<file path="src/rtl/key_step_ctrl.sv">
// Debounced 4-key step generator: 2-flop sync, per-key debounce, per-key IDLE/HOLD(/REPEAT) FSM.
// First step one cycle after the debounced rise; frame-paced auto-repeat only when KEY_REPEAT_EN is defined.
module key_step_ctrl #(
    parameter int unsigned DEBOUNCE_CYCLES = 250000,
    parameter int unsigned REPEAT_DELAY    = 30,
    parameter int unsigned REPEAT_RATE     = 4
) (
    input  logic       clk,
    input  logic       rst,
    input  logic       up,
    input  logic       down,
    input  logic       left,
    input  logic       right,
    input  logic       frame_tick,
    output logic       step_up,
    output logic       step_down,
    output logic       step_left,
    output logic       step_right,
    output logic [3:0] key_level
);

    localparam int unsigned DW = (DEBOUNCE_CYCLES > 1) ? $clog2(DEBOUNCE_CYCLES) : 1;
    localparam logic [DW-1:0] DB_LAST = DW'(DEBOUNCE_CYCLES - 1);
`ifdef KEY_REPEAT_EN
    localparam logic [7:0] DELAY_LAST = 8'(REPEAT_DELAY - 1);
    localparam logic [7:0] RATE_LAST  = 8'(REPEAT_RATE - 1);

    typedef enum logic [1:0] {IDLE, HOLD, REPEAT} state_t;
`else
    typedef enum logic [1:0] {IDLE, HOLD} state_t;
`endif

    // Bit order everywhere: [3]=up, [2]=down, [1]=left, [0]=right.
    logic [3:0]    raw;
    logic [3:0]    sync1;
    logic [3:0]    sync2;
    logic [3:0]    deb;
    logic [DW-1:0] db_cnt [4];

    state_t        state_q [4];
    state_t        state_d [4];
    logic [7:0]    tcnt_q  [4];
    logic [7:0]    tcnt_d  [4];
    logic [3:0]    step_d;
    logic [3:0]    step_q;

    assign raw = {up, down, left, right};

    function automatic logic [7:0] sat_inc(input logic [7:0] v);
        return (v == 8'hFF) ? v : v + 8'd1;
    endfunction

    always_ff @(posedge clk or negedge rst) begin
        if (!rst) begin
            sync1 <= '0;
            sync2 <= '0;
            deb   <= '0;
            for (int k = 0; k < 4; k++) db_cnt[k] <= '0;
        end else begin
            sync1 <= raw;
            sync2 <= sync1;
            for (int k = 0; k < 4; k++) begin
                if (sync2[k] == deb[k]) begin
                    db_cnt[k] <= '0;
                end else if (db_cnt[k] == DB_LAST) begin
                    deb[k]    <= ~deb[k];
                    db_cnt[k] <= '0;
                end else begin
                    db_cnt[k] <= db_cnt[k] + 1'b1;
                end
            end
        end
    end

    always_ff @(posedge clk or negedge rst) begin
        if (!rst) begin
            step_q <= '0;
            for (int k = 0; k < 4; k++) begin
                state_q[k] <= IDLE;
                tcnt_q[k]  <= '0;
            end
        end else begin
            step_q <= step_d;
            for (int k = 0; k < 4; k++) begin
                state_q[k] <= state_d[k];
                tcnt_q[k]  <= tcnt_d[k];
            end
        end
    end

    // Release always wins over a coincident frame_tick and never emits a step.
    always_comb begin
        step_d = '0;
        for (int k = 0; k < 4; k++) begin
            state_d[k] = state_q[k];
            tcnt_d[k]  = tcnt_q[k];
            case (state_q[k])
                IDLE: begin
                    if (deb[k]) begin
                        state_d[k] = HOLD;
                        tcnt_d[k]  = '0;
                        step_d[k]  = 1'b1;
                    end
                end
                HOLD: begin
                    if (!deb[k]) begin
                        state_d[k] = IDLE;
                        tcnt_d[k]  = '0;
                    end else if (frame_tick) begin
`ifdef KEY_REPEAT_EN
                        if (tcnt_q[k] >= DELAY_LAST) begin
                            state_d[k] = REPEAT;
                            tcnt_d[k]  = '0;
                            step_d[k]  = 1'b1;
                        end else begin
                            tcnt_d[k] = sat_inc(tcnt_q[k]);
                        end
`else
                        tcnt_d[k] = sat_inc(tcnt_q[k]);
`endif
                    end
                end
`ifdef KEY_REPEAT_EN
                REPEAT: begin
                    if (!deb[k]) begin
                        state_d[k] = IDLE;
                        tcnt_d[k]  = '0;
                    end else if (frame_tick) begin
                        if (tcnt_q[k] >= RATE_LAST) begin
                            tcnt_d[k] = '0;
                            step_d[k] = 1'b1;
                        end else begin
                            tcnt_d[k] = sat_inc(tcnt_q[k]);
                        end
                    end
                end
`endif
                default: begin
                    state_d[k] = IDLE;
                    tcnt_d[k]  = '0;
                end
            endcase
        end
    end

    // Opposing keys held together cancel each other's steps; the FSMs keep running underneath.
    logic ud_block;
    logic lr_block;

    assign ud_block   = deb[3] & deb[2];
    assign lr_block   = deb[1] & deb[0];
    assign step_up    = step_q[3] & ~ud_block;
    assign step_down  = step_q[2] & ~ud_block;
    assign step_left  = step_q[1] & ~lr_block;
    assign step_right = step_q[0] & ~lr_block;
    assign key_level  = deb;

endmodule
</file>
<file path="config.mk">
export PLATFORM = sky130hd
export DESIGN_NAME = key_step_ctrl
export DESIGN_NICKNAME = d
export VERILOG_FILES = /design/src/rtl/key_step_ctrl.sv
export SDC_FILE = /design/constraint.sdc
export NUM_CORES = 1
export LEC_CHECK = 0
export BUFFER_PORTS_ARGS = -buffer_cell sky130_fd_sc_hd__buf_2
export CAP_MARGIN = 10
export CORE_ASPECT_RATIO = 0.75
export CORE_MARGIN = 3
export CORE_UTILIZATION = 50
export DETAILED_ROUTE_END_ITERATION = 6
export PLACE_DENSITY = 0.66
export SETUP_SLACK_MARGIN = 0.3
export SLEW_MARGIN = 30
export SYNTH_ARGS = -nofsm -noshare
export SYNTH_HDL_FRONTEND = slang
export SYNTH_SLANG_ARGS = --single-unit
</file>
<file path="constraint.sdc">
create_clock -name clk -period 3.4 [get_ports clk]
set_input_delay 0.34 -clock clk [delete_from_list [all_inputs] [get_ports clk]]
set_output_delay 0.34 -clock clk [all_outputs]
set_load 0.01 [all_outputs]
</file>
Word-level counts from Yosys, hierarchy flattened
Index checks and enable logic that the tools add are counted.
{ "totals": {"reg_bits": 96, "input_bits": 7, "out_inout_bits": 8, "word_cells": 95} }
{ "classes": {"n_addsub": 4, "n_eq_ne": 20, "muxes": 28, "bitwise": 16, "n_reduce_logical": 12} }
{ "op_table": {"columns": ["cell", "count"], "rows": [
  ["$mux 18", 8],
  ["$add 18x1->18 const B", 4],
  ["$eq 18x18->1 const B", 4],
  ["$mux 2", 8],
  ["$ne 2x2->1 const B", 8],
  ["$pmux 2 s2", 4],
  ["$reduce_and 2->1", 8],
  ["$not 1->1", 10],
  ["$eq 2x1->1 const B", 4],
  ["$logic_not 2->1", 4],
  ["$mux 1", 8],
  ["$and 1x1->1", 6],
  ["$eq 1x1->1", 4]
]} }

Logic depth before layout (Yosys ltp)
{ "depth": {"depth_word": 3, "ltp_mapped": 6, "mapped_depth_nobuf": 5} }

Worst setup path after synthesis
OpenSTA, ideal clock, no wires.
{ "synth_timing": {"path_type": "register to register", "startpoint": "register db_cnt[29] (netlist bit)", "endpoint": "register db_cnt[26] (netlist bit)", "setup_time_ps": 119, "t_arrival_ps": 1564, "required_time_ps": 3281, "path_slack_ps": 1718, "path_stages_with_launch": 6, "path_buffers": 1, "synth_period_minus_slack_ps": 1682, "path_cell_list": "dfrtp_1 nor4_1 nand3_1 o41ai_4 buf_6 nor2_1"} }
{ "synth_via": {"elab_chain_len": 3} }
{ "synth_rtl": {"columns": ["item", "line_no", "text"], "rows": [
  ["start, declared", "38", "logic [DW-1:0] db_cnt [4];"],
  ["start signal, assigned by index", "69", "db_cnt[k] <= db_cnt[k] + 1'b1;"],
  ["$eq 18x18->1", "65", "end else if (db_cnt[k] == DB_LAST) begin"],
  ["$mux 18", "65", null],
  ["$mux 18", "63", "if (sync2[k] == deb[k]) begin"]
]} }
No other way between the ends.
A chain may end at the register's enable or synchronous reset.

Final worst setup path
{ "layout_timing": {"startpoint": "register db_cnt[28] (netlist bit)", "endpoint": "register db_cnt[32] (netlist bit)"} }
{ "layout_via": {"elab_chain_len": 3, "word_cells_on_any_way": 4, "cone_classes": "add/sub: 1; eq/ne: 1; mux: 2"} }
{ "layout_rtl": {"columns": ["item", "line_no"], "rows": [
  ["$add 18x1->18 / $eq 18x18->1 (equally long branches)", "69, 65"],
  ["$mux 18 (*)", "65"],
  ["$mux 18 (*)", "63"]
]} }
Every way passes the cells marked *; elsewhere a longest branch is shown, timed or not.

==> results summary <==
The run finished with clean final reports. The xor/xnor share of the synthesized area came out at around an eighth. The cell area after placement is approximately 4500 µm². The number of placement rows is 28.

The adder-cell area share of the yosys netlist came out at 2.30%. The number of global-route vias before repair is approximately 3000. After synthesis, the cell types taking the most area are dfrtp_1 (53%), xnor2_1 (7.7%), nor2_1 (6.4%), xor2_1 (4.8%), nand4_1 (3.3%).

The via density per instance is approximately 5.6. The worst-skew pair later-pin latency is about 0.34 ns. The cts-stage hold buffer count is 0.

The die outline area came out at between 9000 and 10000 µm². The DRC violations left came out at 0. The H-tree depth came out at 3.

The core region is 8160 µm². The post-synthesis to final-layout area growth is 11.5%. The leakage component of the power came out at roughly 2.0 nW. The worst setup path is captured at a register. Once the floorplan was initialized, standard cells occupied a little over half of the core. The accumulated negative setup slack is 0 ns.

The required time of the critical path is around 3.6 ns. The power density of the placed cells is around 470 nW/µm². The setup violation total in the final timing report came out at 0. The count of TritonRoute iterations in the first routing pass came out at 4.

The critical path in this run is classified as register to register. The TritonCTS sink count is 92. The tightest min-delay check is of the input pin to asynchronous set/reset pin type. The most used flip-flop cell after synthesis is dfrtp_1. Ranked by instance count, the synthesized netlist is headed by dfrtp_1 (92), nor2_1 (74), xnor2_1 (38). The number of flip-flops and latches in the synthesized netlist is slightly above 90.

The average routed wire per standard cell came out at 14.4 µm. The height of the die came out at about 87 µm. The sequential area share after synthesis is between 50% and 60%.

The CTS tree is built. Traced cell by cell, the critical path runs through nor4_1, nand3_1, o41ai_4, buf_6, a21oi_1. The fraction of layout cells with a size suffix above 1 is roughly 9.1%. The number of nets with antenna violations after detailed routing is 0.

The worst relative slew slack came out at between 40% and 50%. The initial antenna violation count came out at 0. The cell with the largest stage delay on the worst path is o41ai_4. Counting along the longest clock path gives a buffer depth of 2. The number of buffers added on ports is 13. The cell count after synthesis came out at between 400 and 500. For this run, the post-layout net count is 450. In this run the mean area of a mapped cell was just over 10 µm². The antenna cell count is 0. The netlist area before placement is 4350 µm². Of all nets on the critical path, the largest fanout is 10. Detailed routing inserted a total of roughly 3100 vias. The maximum vdd drop came out at 0.336 mV. The final period utilization is between 60 and 70%. STA puts the critical path data arrival time at between 2 and 2.5 ns. 15 I/O pins were placed.

The final number of max-transition violations is 0. Detailed placement ended at an HPWL of between 5000 and 6000 µm. The tool flagged a number of max-cap violations equal to 0. In this run, synthesis inferred 0 flip-flops with an integrated enable. The number of buffer and inverter stages on the critical path is 1. By area, the combinational part of the netlist is dominated by simple AND/OR/NAND/NOR gates. The number of instances resized during post-cts repair is 0. The count of different cell masters after synthesis came out at 38.

Across every metal layer, demand over resource in global routing totals between 10% and 20%. On the critical path the largest part of the delay comes from compound AO/OA/AOI/OAI gates. After clock tree synthesis, the clock-pin slew on the worst setup and hold paths is approximately 0.060 ns.

The most common cell in the netlist is dfrtp_1. The aggregate global routing overflow came out at 0. The dominant cell type by area after synthesis is dfrtp_1. The number of buffers created by CTS came out at 9. Summed over its instances, the top area cell type makes up 52.9% of the synthesized netlist area. After layout, the design draws a total of between 2 and 2.5 mW. The simple-gate share of the synthesized area came out at between 20 and 25%. The first global-routing pass estimated about 14000 µm of wire.

Yosys printed 0 warnings. The total wire length is 7870 µm. Entering global routing, the biggest net connects between 80 and 90 pins. The fraction of synthesis flops using an asynchronous set or reset pin is 100%. After filler insertion, the fill cell instance count of the layout stands at about 710. The number of hold violations in the final report came out at 0.

The worst path in the final design needs a cycle of around 2.1 ns, including I/O delays and setup. The number of setup buffers added after CTS came out at 0. The root buffer selected by CTS is clkbuf_16.

Based on the critical path, the design can be clocked at up to ~480 MHz. The compound-cell area share of the yosys netlist is 4.49%. The number of nets produced by synthesis is approximately 440. Setup repair after global routing left no endpoint under its margin. The final weighted congestion in routability-driven placement is 0.815. In this design, the stage delay of the slowest critical-path cell is 0.67 ns. The mux cell area share after synthesis is just over 1%.

The count of routing violations after the opening detailed-route iteration is between 100 and 150. The largest clock skew in the final design came out at roughly 0.0050 ns. The worst setup path is launched from a register. Measured along the x axis, the die boundary spans approximately 110 µm.

The area of all placed cells without fillers is about 4800 µm². For the pin with the worst max-slew slack, the measured transition is about 0.76 ns.
-- stage by stage --
stage          hold slack, ns  worst slack [ns]  instances  utilization, %
3_3_place_gp            0.335              1.26        528            55.1
6_report              0.00690              1.30        545            59.4
4_1_cts                0.0794              1.15        544            59.3
3_5_place_dp            0.337              1.16        528            55.1
2_1_floorplan          0.0444              1.72        420               -
5_1_grt                0.0859              1.22        545            59.4
-- worst reg2reg max path: cells and delay by family (launching register included) --
kind	cells	cell delay, ns
buffers and inverters	1	0.23
DFF	1	0.43
AOI/OAI and AO/OA	2	0.72
and+or+nand+nor	2	0.59
-- final timing paths --
path,startpoint,end,slack (ns),cells after the start
max in group asynchronous,rst,db_cnt[4],2.76,2
worst max-delay path,db_cnt[28],db_cnt[32],1.30,5
worst min register to register,sync1[3],sync2[3],0.35,0
min in group clk,down,sync1[2],0.10,1
worst max register to register,db_cnt[28],db_cnt[32],1.30,5
worst min-delay path,rst,db_cnt[71],0.007,1
-- final cells by class --
cell class	instances	area (µm²)	share of cell area (%)
inverters	13	48.8	1.01
multi-input cells	304	1940	40.0
repair buffers	15	90.1	1.86
clock inverters	3	67.6	1.39
clock buffers	13	270	5.57
flip-flops and latches	92	2300	47.5
well taps	105	131	2.71
-- cell usage in the layout, fill, tap and decap left out, drive strengths merged --
cell type  synthesis  routed
a21oi              9       9
clkbuf             4      13
and3               9       9
nand3b             1       1
and4              10      10
nor4bb             1       1
nand3             23      23
dfrtp             92      92
or2b               1       1
o21ai              7       7
and2               2       2
clkinvlp           0       1
xnor2             38      38
nor2b              1       1
or4                5       5
nor4b              2       2
nand4b             2       2
buf                7      15
o41ai              1       1
nor3               9       9
nor3b              2       2
a21boi             4       4
nor2              74      74
o221ai             1       1
or3                3       3
mux2               4       4
o31ai              5       5
ha                 8       8
nor4              15      15
inv               13      13
nand2             19      19
bufinv             0       2
nand4             24      24
xor2              24      24
-- registers in the layout, indices dropped and copies added, names as in the netlist --
| name | count |
|---|---|
| sync2 | 4 |
| db_cnt | 72 |
| step_q | 4 |
| key_level | 4 |
| state_q | 4 |
| sync1 | 4 |
-- cells by family after synthesis --
logic type               after synthesis
adder cells (fa/ha/maj)                8
AND/OR/NAND/NOR                      203
multiplexers                           4
buffers and inverters                 24
XOR/XNOR                              62
AO/OA/AOI/OAI                         27
flip-flops                            92
-- per-layer routing --
| metal | global-route usage [%] | up-vias | wire (µm) |
|---|---|---|---|
| li1 | - | 1505 | - |
| met5 | 0 | - | 0 |
| met3 | 4.75 | 14 | 280 |
| met1 | 23.9 | 1498 | 3950 |
| met2 | 26.6 | 43 | 3520 |
| met4 | 6.88 | 0 | 124 |
-- where the power goes --
part	switching, mW	leakage [nW]	total [mW]	internal [mW]
clock network	0.398	0.162	1.10	0.704
registers	0.0135	1.26	1.12	1.11
logic	0.0452	0.627	0.0636	0.0184
total	0.457	2.05	2.29	1.83
Note: power is estimated with default switching activity, not from simulation.
